**config.mk**
```make
export PLATFORM = sky130hd
export DESIGN_NAME = vending_customer
export DESIGN_NICKNAME = d
export VERILOG_FILES = /design/src/rtl/vending_customer_pkg.sv /design/src/rtl/vending_customer_wallet.sv /design/src/rtl/vending_customer.sv
export SDC_FILE = /design/constraint.sdc
export NUM_CORES = 1
export LEC_CHECK = 0
export ABC_AREA = 1
export CAP_MARGIN = 20
export CORE_MARGIN = 5
export CORE_UTILIZATION = 50
export CTS_CLUSTER_SIZE = 28
export DETAILED_ROUTE_END_ITERATION = 10
export PLACE_DENSITY = 0.71
export SYNTH_ARGS = -nofsm -noshare
export SYNTH_HDL_FRONTEND = slang
export SYNTH_SLANG_ARGS = --single-unit
```
**constraint.sdc**
```tcl
create_clock -name clock -period 8.4 [get_ports clock]
set_clock_uncertainty 0.1 [all_clocks]
set_input_delay 0.84 -clock clock [delete_from_list [all_inputs] [get_ports clock]]
set_output_delay 0.84 -clock clock [all_outputs]
set_load 0.01 [all_outputs]
```
**src/rtl/vending_customer_pkg.sv**
```systemverilog
// Shared types for the vending customer agent: coin encoding, coin values,
// default price and the customer FSM states.
package vending_customer_pkg;

    localparam int PRICE_DFLT = 5;

    typedef enum logic [1:0] {
        NONE    = 2'd0,
        NICKEL  = 2'd1,
        DIME    = 2'd2,
        QUARTER = 2'd3
    } coin_t;

    typedef enum logic [1:0] {
        IDLE   = 2'd0,
        PAY    = 2'd1,
        WAIT   = 2'd2,
        FINISH = 2'd3
    } cust_state_t;

    // Value of a coin in nickel-equivalents.
    function automatic logic [2:0] coin_value(input coin_t c);
        case (c)
            NICKEL:  coin_value = 3'd1;
            DIME:    coin_value = 3'd2;
            QUARTER: coin_value = 3'd5;
            default: coin_value = 3'd0;
        endcase
    endfunction

endpackage

```
**src/rtl/vending_customer_wallet.sv**
```systemverilog
// Customer wallet: one saturating counter per coin type plus the coin
// selection for the next deposit.
module customer_wallet
    import vending_customer_pkg::*;
#(
    parameter int WBITS    = 4,
    parameter int N5_INIT  = 4,
    parameter int N10_INIT = 3,
    parameter int N25_INIT = 2
) (
    input  logic             clock,
    input  logic             reset_n,
    input  logic             strategy,
    input  coin_t            inc,
    input  coin_t            dec,
    output logic [WBITS-1:0] n5,
    output logic [WBITS-1:0] n10,
    output logic [WBITS-1:0] n25,
    output coin_t            coin_pick
);

    // index 0 = nickel, 1 = dime, 2 = quarter (coin code minus one)
    localparam logic [2:0][WBITS-1:0] INIT = {WBITS'(N25_INIT), WBITS'(N10_INIT), WBITS'(N5_INIT)};
    localparam logic [WBITS-1:0]      CMAX = '1;

    logic [2:0][WBITS-1:0] cnt;

    genvar i;
    generate
        for (i = 0; i < 3; i++) begin : g_cnt
            localparam logic [1:0] CODE = 2'(i + 1);
            logic [WBITS-1:0] q;
            logic             up, dn;

            assign up = (inc == coin_t'(CODE));
            assign dn = (dec == coin_t'(CODE)) && (q != '0);

            // Counter holds when inc and dec of the same type coincide.
            always_ff @(posedge clock or negedge reset_n) begin
                if (!reset_n)
                    q <= INIT[i];
                else if (up && !dn && q != CMAX)
                    q <= q + 1'b1;
                else if (dn && !up)
                    q <= q - 1'b1;
            end

            assign cnt[i] = q;
        end
    endgenerate

    assign n5  = cnt[0];
    assign n10 = cnt[1];
    assign n25 = cnt[2];

    // Pick the next coin, skipping empty types.
    always_comb begin
        coin_pick = NONE;
        if (!strategy) begin
            if      (cnt[2] != '0) coin_pick = QUARTER;
            else if (cnt[1] != '0) coin_pick = DIME;
            else if (cnt[0] != '0) coin_pick = NICKEL;
        end else begin
            if      (cnt[0] != '0) coin_pick = NICKEL;
            else if (cnt[1] != '0) coin_pick = DIME;
            else if (cnt[2] != '0) coin_pick = QUARTER;
        end
    end

endmodule

```
**src/rtl/vending_customer.sv**
```systemverilog
// Customer-side agent for the vending coin interface: pays for one item,
// collects change and classifies the outcome of each transaction.
module vending_customer
    import vending_customer_pkg::*;
#(
    parameter int WBITS    = 4,
    parameter int N5_INIT  = 4,
    parameter int N10_INIT = 3,
    parameter int N25_INIT = 2,
    parameter int PRICE    = PRICE_DFLT,
    parameter int TIMEOUT  = 15
) (
    input  logic              clock,
    input  logic              reset_n,
    input  logic              buy,
    input  logic              strategy,
    input  logic              enable,
    input  coin_t             change,
    input  logic              beverage,
    output coin_t             deposit,
    output logic              busy,
    output logic              done,
    output logic              got_item,
    output logic              refunded,
    output logic              error,
    output logic [WBITS-1:0]  n5,
    output logic [WBITS-1:0]  n10,
    output logic [WBITS-1:0]  n25,
    output logic signed [4:0] spent
);

    localparam int         TW      = $clog2(TIMEOUT + 1);
    localparam logic [3:0] PRICE_W = 4'(PRICE);

    cust_state_t       state, state_n;
    coin_t             deposit_n, pick, w_inc, w_dec;
    logic [3:0]        paid, paid_n, paid_adj;
    logic signed [4:0] spent_n;
    logic              got_item_n, refunded_n, error_n;
    logic              seen_low, seen_low_n;
    logic [TW-1:0]     wcnt, wcnt_n;
    logic [2:0]        chg_v, pick_v;

    customer_wallet #(
        .WBITS    (WBITS),
        .N5_INIT  (N5_INIT),
        .N10_INIT (N10_INIT),
        .N25_INIT (N25_INIT)
    ) u_wallet (
        .clock     (clock),
        .reset_n   (reset_n),
        .strategy  (strategy),
        .inc       (w_inc),
        .dec       (w_dec),
        .n5        (n5),
        .n10       (n10),
        .n25       (n25),
        .coin_pick (pick)
    );

    assign chg_v    = coin_value(change);
    assign pick_v   = coin_value(pick);
    // A coin rejected this cycle no longer counts as paid.
    assign paid_adj = paid - {1'b0, chg_v};

    // State and transaction registers.
    always_ff @(posedge clock or negedge reset_n) begin
        if (!reset_n) begin
            state    <= IDLE;
            deposit  <= NONE;
            paid     <= '0;
            spent    <= '0;
            got_item <= 1'b0;
            refunded <= 1'b0;
            error    <= 1'b0;
            seen_low <= 1'b0;
            wcnt     <= '0;
        end else begin
            state    <= state_n;
            deposit  <= deposit_n;
            paid     <= paid_n;
            spent    <= spent_n;
            got_item <= got_item_n;
            refunded <= refunded_n;
            error    <= error_n;
            seen_low <= seen_low_n;
            wcnt     <= wcnt_n;
        end
    end

    // Next-state, deposit choice and wallet updates.
    always_comb begin
        state_n    = state;
        deposit_n  = NONE;
        paid_n     = paid;
        spent_n    = spent;
        got_item_n = got_item;
        refunded_n = refunded;
        error_n    = error;
        seen_low_n = seen_low;
        wcnt_n     = wcnt;
        w_inc      = NONE;
        w_dec      = NONE;

        // Any coin coming back during a transaction lands in the wallet.
        if (state != IDLE)
            w_inc = change;

        case (state)
            IDLE: begin
                if (buy) begin
                    paid_n     = '0;
                    spent_n    = '0;
                    got_item_n = 1'b0;
                    refunded_n = 1'b0;
                    error_n    = 1'b0;
                    state_n    = PAY;
                end
            end
            PAY: begin
                paid_n  = paid_adj;
                spent_n = spent - {2'b00, chg_v};
                if (paid_adj >= PRICE_W) begin
                    seen_low_n = 1'b0;
                    wcnt_n     = '0;
                    state_n    = WAIT;
                end else if (pick == NONE && change == NONE) begin
                    error_n = 1'b1;
                    state_n = FINISH;
                end else if (enable && pick != NONE) begin
                    deposit_n = pick;
                    w_dec     = pick;
                    paid_n    = paid_adj + {1'b0, pick_v};
                    spent_n   = spent - {2'b00, chg_v} + {2'b00, pick_v};
                end
            end
            WAIT: begin
                spent_n = spent - {2'b00, chg_v};
                if (!enable)
                    seen_low_n = 1'b1;
                if (beverage) begin
                    got_item_n = 1'b1;
                    state_n    = FINISH;
                end else if (seen_low && enable) begin
                    refunded_n = 1'b1;
                    state_n    = FINISH;
                end else if (wcnt == TW'(TIMEOUT - 1)) begin
                    error_n = 1'b1;
                    state_n = FINISH;
                end else begin
                    wcnt_n = wcnt + 1'b1;
                end
            end
            FINISH: begin
                spent_n = spent - {2'b00, chg_v};
                state_n = IDLE;
            end
            default: state_n = IDLE;
        endcase
    end

    assign busy = (state != IDLE);
    assign done = (state == FINISH);

endmodule

```
# == After elaboration in Yosys (flattened, before gate mapping) ==
# Index checks and enable logic that the tools add are counted.
# word_totals
reg_bits,33
inputBits,8
out_inout_bits,24
wordCells,157
# op_classes
add_sub_neg,11
n_lt_le_gt_ge,1
eq_ne,32
muxes,57
n_reduce_logical,44
# ops
cell,n
4-bit two-way mux,14
2-bit two-way mux,17
"2-bit != test, second input constant",11
"2-bit equality test, second input constant",10
5-bit two-way mux,4
3-bit case mux with 3 select lines,2
"4-bit by 1-bit adder with 4-bit output, second input constant",4
"4-bit != test, second input constant",4
4-bit case mux with 2 select lines,2
2-bit nonzero test,8
1-bit logical AND,15
5-bit case mux with 3 select lines,1
1-bit two-way mux,12
4-bit nonzero test,3
"4-bit by 1-bit subtractor with 4-bit output, second input constant",3
"2-bit by 1-bit equality test with 1-bit output, second input constant",5
3-bit AND reduction,3
2-bit case mux with 4 select lines,1
7-bit AND reduction,1
1-bit zero test,6
2-bit zero test,3
1-bit case mux with 2 select lines,3
5-bit by 3-bit adder with 5-bit output,1
5-bit AND reduction,1
11 further kinds,11

# == Depth between registers and ports, before layout ==
# Gate-level depths: netlist of run 1.
# logic_depth
word_depth,17
mapped_depth,20

# == Hierarchy ==
# Synthesis of run 1 repeated with hierarchy kept, for this count alone.
# unflattened
cells_unflattened,393
area_unflattened_um2,2880.3
# modules_own_cells
module,n_inst,cells_per_inst,area_per_inst_um2,seq_area_each_um2
vending_customer,1,242,1780.5,525.5
customer_wallet,1,151,1099.8,305.3

# == Worst setup path after synthesis of run 1 ==
# Ideal clock, no wire load.
# synth_timing
path_kind,input to register
startpoint,input port change[0]
endpoint,"register u_wallet.g_cnt[1].q[3], in the netlist u_wallet.n10[3]"
t_arrival_ns,3.173
path_slack_ns,5.062
stages,17
n_path_buf,1
path_cell_list,clkbuf_1 ha_1 fa_1 nand2_1 nand2_1 nand3_2 nor2_4 nand3_1 nand2_2 ha_1 nand2_1 nand2_1 a31oi_1 inv_1 o21ai_0 nand3_1 nand2_1
# synth_between
elab_chain_len,12
# synth_rtl
item,line_no,source
"start, declared",vending_customer.sv:18,"input coin_t change,"
2-bit equality test / 2-bit by 1-bit equality test with 1-bit output (equally long branches),vending_customer_pkg.sv:23,case (c)
3-bit case mux with 3 select lines,vending_customer_pkg.sv:23,
4-bit by 3-bit subtractor with 4-bit output,vending_customer.sv:64,"assign paid_adj = paid - {1'b0, chg_v};"
4-bit by 3-bit greater-or-equal comparator with 1-bit output,vending_customer.sv:123,if (paid_adj >= PRICE_W) begin
2-bit two-way mux,vending_customer.sv:123,
2-bit two-way mux,vending_customer.sv:109,case (state)
2-bit equality test,vending_customer_wallet.sv:36,assign dn = (dec == coin_t'(CODE)) && (q != '0);
1-bit logical AND,vending_customer_wallet.sv:36,
1-bit zero test,vending_customer_wallet.sv:42,else if (up && !dn && q != CMAX)
1-bit logical AND (2 in a row),vending_customer_wallet.sv:42,
4-bit two-way mux / 2-bit nonzero test (equally long branches),--,
"end signal, assigned",vending_customer_wallet.sv:41,q <= INIT[i];
"end signal, assigned",vending_customer_wallet.sv:43,q <= q + 1'b1;
"end signal, assigned",vending_customer_wallet.sv:45,q <= q - 1'b1;
"end, declared",vending_customer_wallet.sv:32,logic [WBITS-1:0] q;
# Parallel ways exist; a longest one is shown, timed or not.
# A chain may end at the register's enable or synchronous reset.

# == Worst setup path after layout of run 1 ==
# layout_timing
startpoint,input port change[1]
endpoint,"register u_wallet.g_cnt[1].q[3], in the netlist u_wallet.n10[3]"
# Same word-level chain as after synthesis.

==> results of run 1 <==
## worst reg2reg max path: stages (launching register included)
cell	delay, ps
dfrtp_1	330
inv_1	50
ha_1	220
fa_1	510
nand2_1	60
nand2_1	90
nand3_2	120
nor2_4	200
nand3_1	110
nand2_2	170
ha_1	290
nand2_1	70
nand2_1	40
a31oi_1	230
inv_1	90
o21ai_0	160
nand3_1	90
nand2_1	60
## cell type report
cell class	count	area [sq um]	area share
multi-input combinational	259	1580	0.511
sequential	33	831	0.269
timing repair buffer	32	318	0.103
inverter	50	188	0.0607
clock buffer	8	90.1	0.0291
tap	70	87.6	0.0283
## state kept, by name, summed over array words and instances (netlist names), 2 cells and up
| name | cells |
|---|---|
| spent | 5 |
| paid | 4 |
| u_wallet.n10 | 4 |
| u_wallet.n25 | 4 |
| u_wallet.n5 | 4 |
| wcnt | 4 |
| deposit | 2 |
| state | 2 |
## how the worst max path moves through the flow
stage,start,end,slack [ps]
3_3_place_gp,change[1],u_wallet.n5[3]$_DFFE_PN0P_,4300
4_1_cts,change[1],u_wallet.n10[3]$_DFFE_PN0P_,4510
5_1_grt,change[1],u_wallet.n10[3]$_DFFE_PN0P_,4210
2_1_floorplan,change[0],u_wallet.n10[3]$_DFFE_PN0P_,5060
3_5_place_dp,change[1],u_wallet.n10[3]$_DFFE_PN0P_,4220
6_report,change[1],u_wallet.n10[3]$_DFFE_PN0P_,4520
## report_power, final
part	total [mW]	internal, mW	switching, mW	leakage, nW
clock	0.126	0.0669	0.0590	0.0455
sequential	0.313	0.236	0.0775	0.409
combinational	0.763	0.323	0.440	1.08
## routing by layer
metal,global-route usage,wire (microns),vias to the layer above
met5,0,0,-
met4,0.0498,46,0
met3,0.0271,172,4
met2,0.338,3020,31
met1,0.254,2770,1103
li1,-,-,1204
## logic make-up (layout without fill, tap and decap cells)
family	Yosys count	after routing
adder cells (fa/ha/maj)	32	32
flip-flops	33	33
buffers and inverters	55	90
AO/OA/AOI/OAI	51	51
XOR/XNOR	13	13
AND/OR/NAND/NOR	163	163
## through the flow
step                      hold slack, ps  cells  power (mW)  setup slack (ps)
final                                419    452        1.20              4520
after detailed placement             395    444        1.08              4220
after floorplan                      382    347       0.839              5060
after CTS                            417    452        1.21              4510
after global routing                 445    452        1.33              4210
after global placement               388    444        1.06              4300
## layout by cell type (no fill, tap or decap), drive strengths merged
| cell type | instances |
|---|---|
| nand2 | 92 |
| inv | 50 |
| nand3 | 32 |
| clkdlybuf4s50 | 31 |
| dfrtp | 29 |
| nor2 | 28 |
| ha | 25 |
| o21ai | 23 |
| a21oi | 15 |
| xor2 | 8 |
| nand4 | 8 |
| clkbuf | 8 |
| fa | 7 |
| xnor2 | 5 |
| a31oi | 5 |
| dfstp | 4 |
| a41oi | 2 |
| o31ai | 2 |
| nor3b | 1 |
| o22ai | 1 |
| o21bai | 1 |
| nor3 | 1 |
| o2111ai | 1 |
| a21boi | 1 |
| or2 | 1 |
| buf | 1 |
==> results.cfg, run 1 <==
[outcome]
status = finished, final reports clean

[timing]
fin_setup_tns_ps = 0
worst_pin_slew_ps = 712
fmaxAchievable_mhz = 258
hold_viol = 0
post-route-period-util = 0.462
max_slew_margin = 0.523
rsz0062_at_grt = no
slew_viol_final = 0
finalSetupViolations = 0
period_minus_slack_ps = 3880

[placement]
dpl-instance-area_sq_mm = 0.00300
port_buffers = 31
dp_hpwl_microns = 4650
gp_congestion = 0.871

[synthesis]
synth_top_area_cell = dfrtp_1
synth_edf_count = 0
syn_nets = 387
synth_top_area_frac = 0.277
yosys_warnings = 0
synth_compound_area_frac = 0.108
synth_adder_area_share = 0.173
synth_area_leaders = dfrtp_1 28%, nand2_1 12%, ha_1 12%
async_flop_share = 1.00
synthSimpleGateAreaFrac = 0.278
yosys_register_bits = 33
synth_common_cells = 86 x nand2_1, 50 x inv_1, 29 x dfrtp_1, 29 x nand3_1
netlist_instances = 347
synth-xor-area-share = 0.0434
synth_mux_area_frac = 0
synth_top_family_by_area = simple AND/OR/NAND/NOR gates
post-synth-top-count-cell = nand2_1
ys.flop_type = dfrtp_1
synth_cell_types = 32
ys_seq_area_frac = 0.317
avgSynthCellArea_sq_um = 7.56
netlist_area_sq_mm = 0.00262

[clocking]
post_cts_buffers = 0
cts-root-buf = clkbuf_8
cts.htree.levels = 2
insertion_delay_ps = 290
cts_buffers = 5
tritoncts = built
cts_resized = 0
path_clk_slew_ps = 70
cts_buffer_depth = 2
hold_buffers = 0
cts.sink_count = 33

[worst_setup_path]
arrival_ps = 4000
critPathTopFamily = simple AND/OR/NAND/NOR gates
cp_slowest_cell = clkdlybuf4s50_1
worstSetupPathType = input port to register
worstReg2RegStart = paid[0]$_DFFE_PN0P_
reg2reg_slack_ps = 5330
required_ps = 8530
crit_cells = 20
crit_chain = clkdlybuf4s50_1 -> inv_1 -> nor2_1 -> inv_1 -> ha_1 -> a21oi_1 -> nand2_1 -> nand2_1 -> nand3_2 -> nor2_4 -> nand3_1 -> nand2_2 -> ha_1 -> nand2_1 -> nand2_1 -> a31oi_1 -> inv_1 -> o21ai_0 -> nand3_1 -> nand2_1
critPathMaxFanout = 8
reg2reg_depth = 17
critPathMaxStageDelay_ps = 520
crit_path_end_kind = register
critPathBufInv = 4
crit_path_frequent_cell = nand2_1
start_kind = input port
r2r-end = u_wallet.n10[3]$_DFFE_PN0P_

[job]
cap_viol_max_count = 0

[hold_path]
holdPathEnd = error$_DFFE_PN0P_
min_path_cells = 2
hold_path_startpoint = error$_DFFE_PN0P_
hp-class = register to register

[drt]
drc_errors = 0
drt-wirelength-per-cell_microns = 13.3
via_per_inst = 5.18
drtIter0Drc = 82
wl_microns = 6010
route.vias.total = 2342
ant_nets = 0
firstDrtPassIters = 4

[final_layout]
fillers = 486
stdcell_area_sq_mm = 0.00309
antenna_cells = 0
nNetsFinal = 421
final_util = 0.606
synthToLayoutAreaGrowth_pct = 17.9
drive_gt1_frac = 0.0654

[pwr]
ir_worst_vdd_mv = 0.206
power.density_mw_per_mm2 = 388
p_leak_nw = 1.53

[floorplan]
rows = 26
ios = 32
fp.coreArea_sq_mm = 0.00511
die_w_microns = 82.4
die_area_sq_mm = 0.00679
start_util = 0.513
chipHeight_microns = 82.4

[grt]
antenna_found_initial = 0
grt_pass1_wl_microns = 10300
grt_usage = 0.195
grt_pass1_vias = 2234
grt_max_degree = 34
grt-ovfl-total = 0
Power figures use the tool's default switching activity.
==> run 2: changes to the inputs <==
Settings changed: PLACE_DENSITY 0.71 to 0.74.
Clock period 8.4 ns to 3.2 ns, I/O delays scaled along.
==> results.cfg, run 2 (same netlist as run 1, synthesis figures left out) <==
[clocking]
cts-root-buf = clkbuf_8
insertion_delay_ps = 290
tritoncts = built
cts_buffers = 5
path_clk_slew_ps = 80
cts.htree.levels = 2
cts_buffer_depth = 2
hold_buffers = 0
cts.sink_count = 33

[worst_setup_path]
crit_path_end_kind = register
worstReg2RegStart = paid[0]$_DFFE_PN0P_
critPathMaxStageDelay_ps = 510
required_ps = 3290
crit_path_frequent_cell = nand2_1
start_kind = input port
reg2reg_depth = 18
critPathTopFamily = simple AND/OR/NAND/NOR gates
r2r-end = u_wallet.n5[3]$_DFFE_PN0P_
crit_cells = 20
cp_slowest_cell = clkdlybuf4s50_1
crit_chain = clkdlybuf4s50_1 -> inv_1 -> nor2_2 -> inv_1 -> ha_1 -> nand3_1 -> nand3_1 -> nand3_2 -> nor2_4 -> nand3_2 -> nand3_2 -> ha_1 -> nand2_1 -> nand2_1 -> a31oi_2 -> inv_1 -> nand4_1 -> nand2_1 -> nand2_1 -> nand2_1
critPathBufInv = 4
worstSetupPathType = input port to register
reg2reg_slack_ps = 300
critPathMaxFanout = 6
arrival_ps = 3110

[placement]
dp_hpwl_microns = 4840
port_buffers = 31
gp_congestion = 0.848
pre_cts_ws_ps = -226

[timing]
worst_slack_ps = 178
worst_pin_slew_ps = 445
fmaxAchievable_mhz = 331
max_slew_margin = 0.703
period_minus_slack_ps = 3020
rsz0062_at_grt = yes
finalSetupViolations = 0
slew_viol_final = 0
hold_viol = 0
post-route-period-util = 0.944

[job]
cap_viol_max_count = 0

[drt]
ant_nets = 0
wl_microns = 6240
via_per_inst = 5.19
drt-wirelength-per-cell_microns = 13.2
drc_errors = 0
firstDrtPassIters = 4
route.vias.total = 2462
drtIter0Drc = 129

[floorplan]
chipHeight_microns = 82.4
ios = 32
die_area_sq_mm = 0.00679
start_util = 0.513
die_w_microns = 82.4
rows = 26
fp.coreArea_sq_mm = 0.00511

[hold_path]
hp-class = input port to asynchronous set/reset pin

[pwr]
p_leak_nw = 1.66
power.density_mw_per_mm2 = 1020
p_total_mw = 3.40
ir_worst_vdd_mv = 0.531

[grt]
grt_max_degree = 34
antenna_found_initial = 0
grt-ovfl-total = 0
grt_usage = 0.213
grt_pass1_vias = 2520
grt_pass1_wl_microns = 11100

[final_layout]
largest_register = spent
mostFrequentLayoutCell = nand2_1
synthToLayoutAreaGrowth_pct = 26.3
largest_register_ff_count = 5
antenna_cells = 0
layout_common_cells = 85 x nand2_1, 50 x inv_1, 30 x clkdlybuf4s50_1
nNetsFinal = 443
drive_gt1_frac = 0.139

[outcome]
status = finished, final reports clean
==> run 2: cell types whose count changed in the layout (fill, tap and decap cells not counted), moves of 2 or more <==
cell / change
a31oi_1: -3
a31oi_2: +2
buf_4: +22
clkbuf_1: -2
==> run 2: cell type report <==
class,instances,area [sq um]
multi-input combinational,259,1620
clock inverter,1,5.00
fill,466,1790
timing repair buffer,54,485
clock buffer,7,96.3
sequential,33,831
inverter,50,188
tap,70,87.6
==> run 2: metrics by stage <==
| stage | util | cells | instance area [sq um] | hold slack (ps) | TNS [ps] |
|---|---|---|---|---|---|
| 2_1_floorplan | - | 347 | 2620 | -75.6 | 0 |
| 4_1_cts | 0.639 | 473 | 3260 | 348 | 0 |
| 3_5_place_dp | 0.619 | 465 | 3160 | 382 | -541 |
| 6_report | 0.649 | 474 | 3310 | 335 | 0 |
| 5_1_grt | 0.649 | 474 | 3310 | 394 | -44.8 |
| 3_3_place_gp | 0.619 | 465 | 3160 | 383 | -122 |
==> run 2: what timing repair did <==
action / 4_1_cts / 5_1_grt
endpoints found under the setup margin: 0 / 3
setup buffers: 0 / 1
resized for setup: 0 / 10
==> run 2: worst reg2reg max path: cells and delay by family, from the launching register on <==
| kind | cells | cell delay, ps |
|---|---|---|
| simple gates | 12 | 1110 |
| compound gates | 1 | 160 |
| flops | 1 | 320 |
| fa+ha+maj | 3 | 1010 |
| buf+inv | 2 | 120 |
==> run 2: power breakdown <==
part           internal [mW]  switching [mW]
sequential             0.618           0.219
clock                  0.195           0.163
combinational          0.995            1.20
==> run 2: metal layers <==
metal / part of all wire / vias to the layer above / GRT usage / wire [microns]
met5: 0 / - / 0 / 0
met4: 0.0099 / 0 / 0.0847 / 62
met3: 0.029 / 4 / 0.0260 / 178
met2: 0.50 / 37 / 0.365 / 3100
met1: 0.46 / 1174 / 0.270 / 2900
li1: - / 1247 / - / -
==> run 2: worst max-delay path by stage <==
stage / from / to
global placement: change[1] / u_wallet.n5[3]$_DFFE_PN0P_
CTS: change[1] / u_wallet.n5[3]$_DFFE_PN0P_
detailed placement: change[1] / u_wallet.n5[3]$_DFFE_PN0P_
global route: change[1] / u_wallet.n25[3]$_DFFE_PN0P_
finish: change[1] / u_wallet.n5[3]$_DFFE_PN0P_
floorplan: change[0] / u_wallet.n10[3]$_DFFE_PN0P_
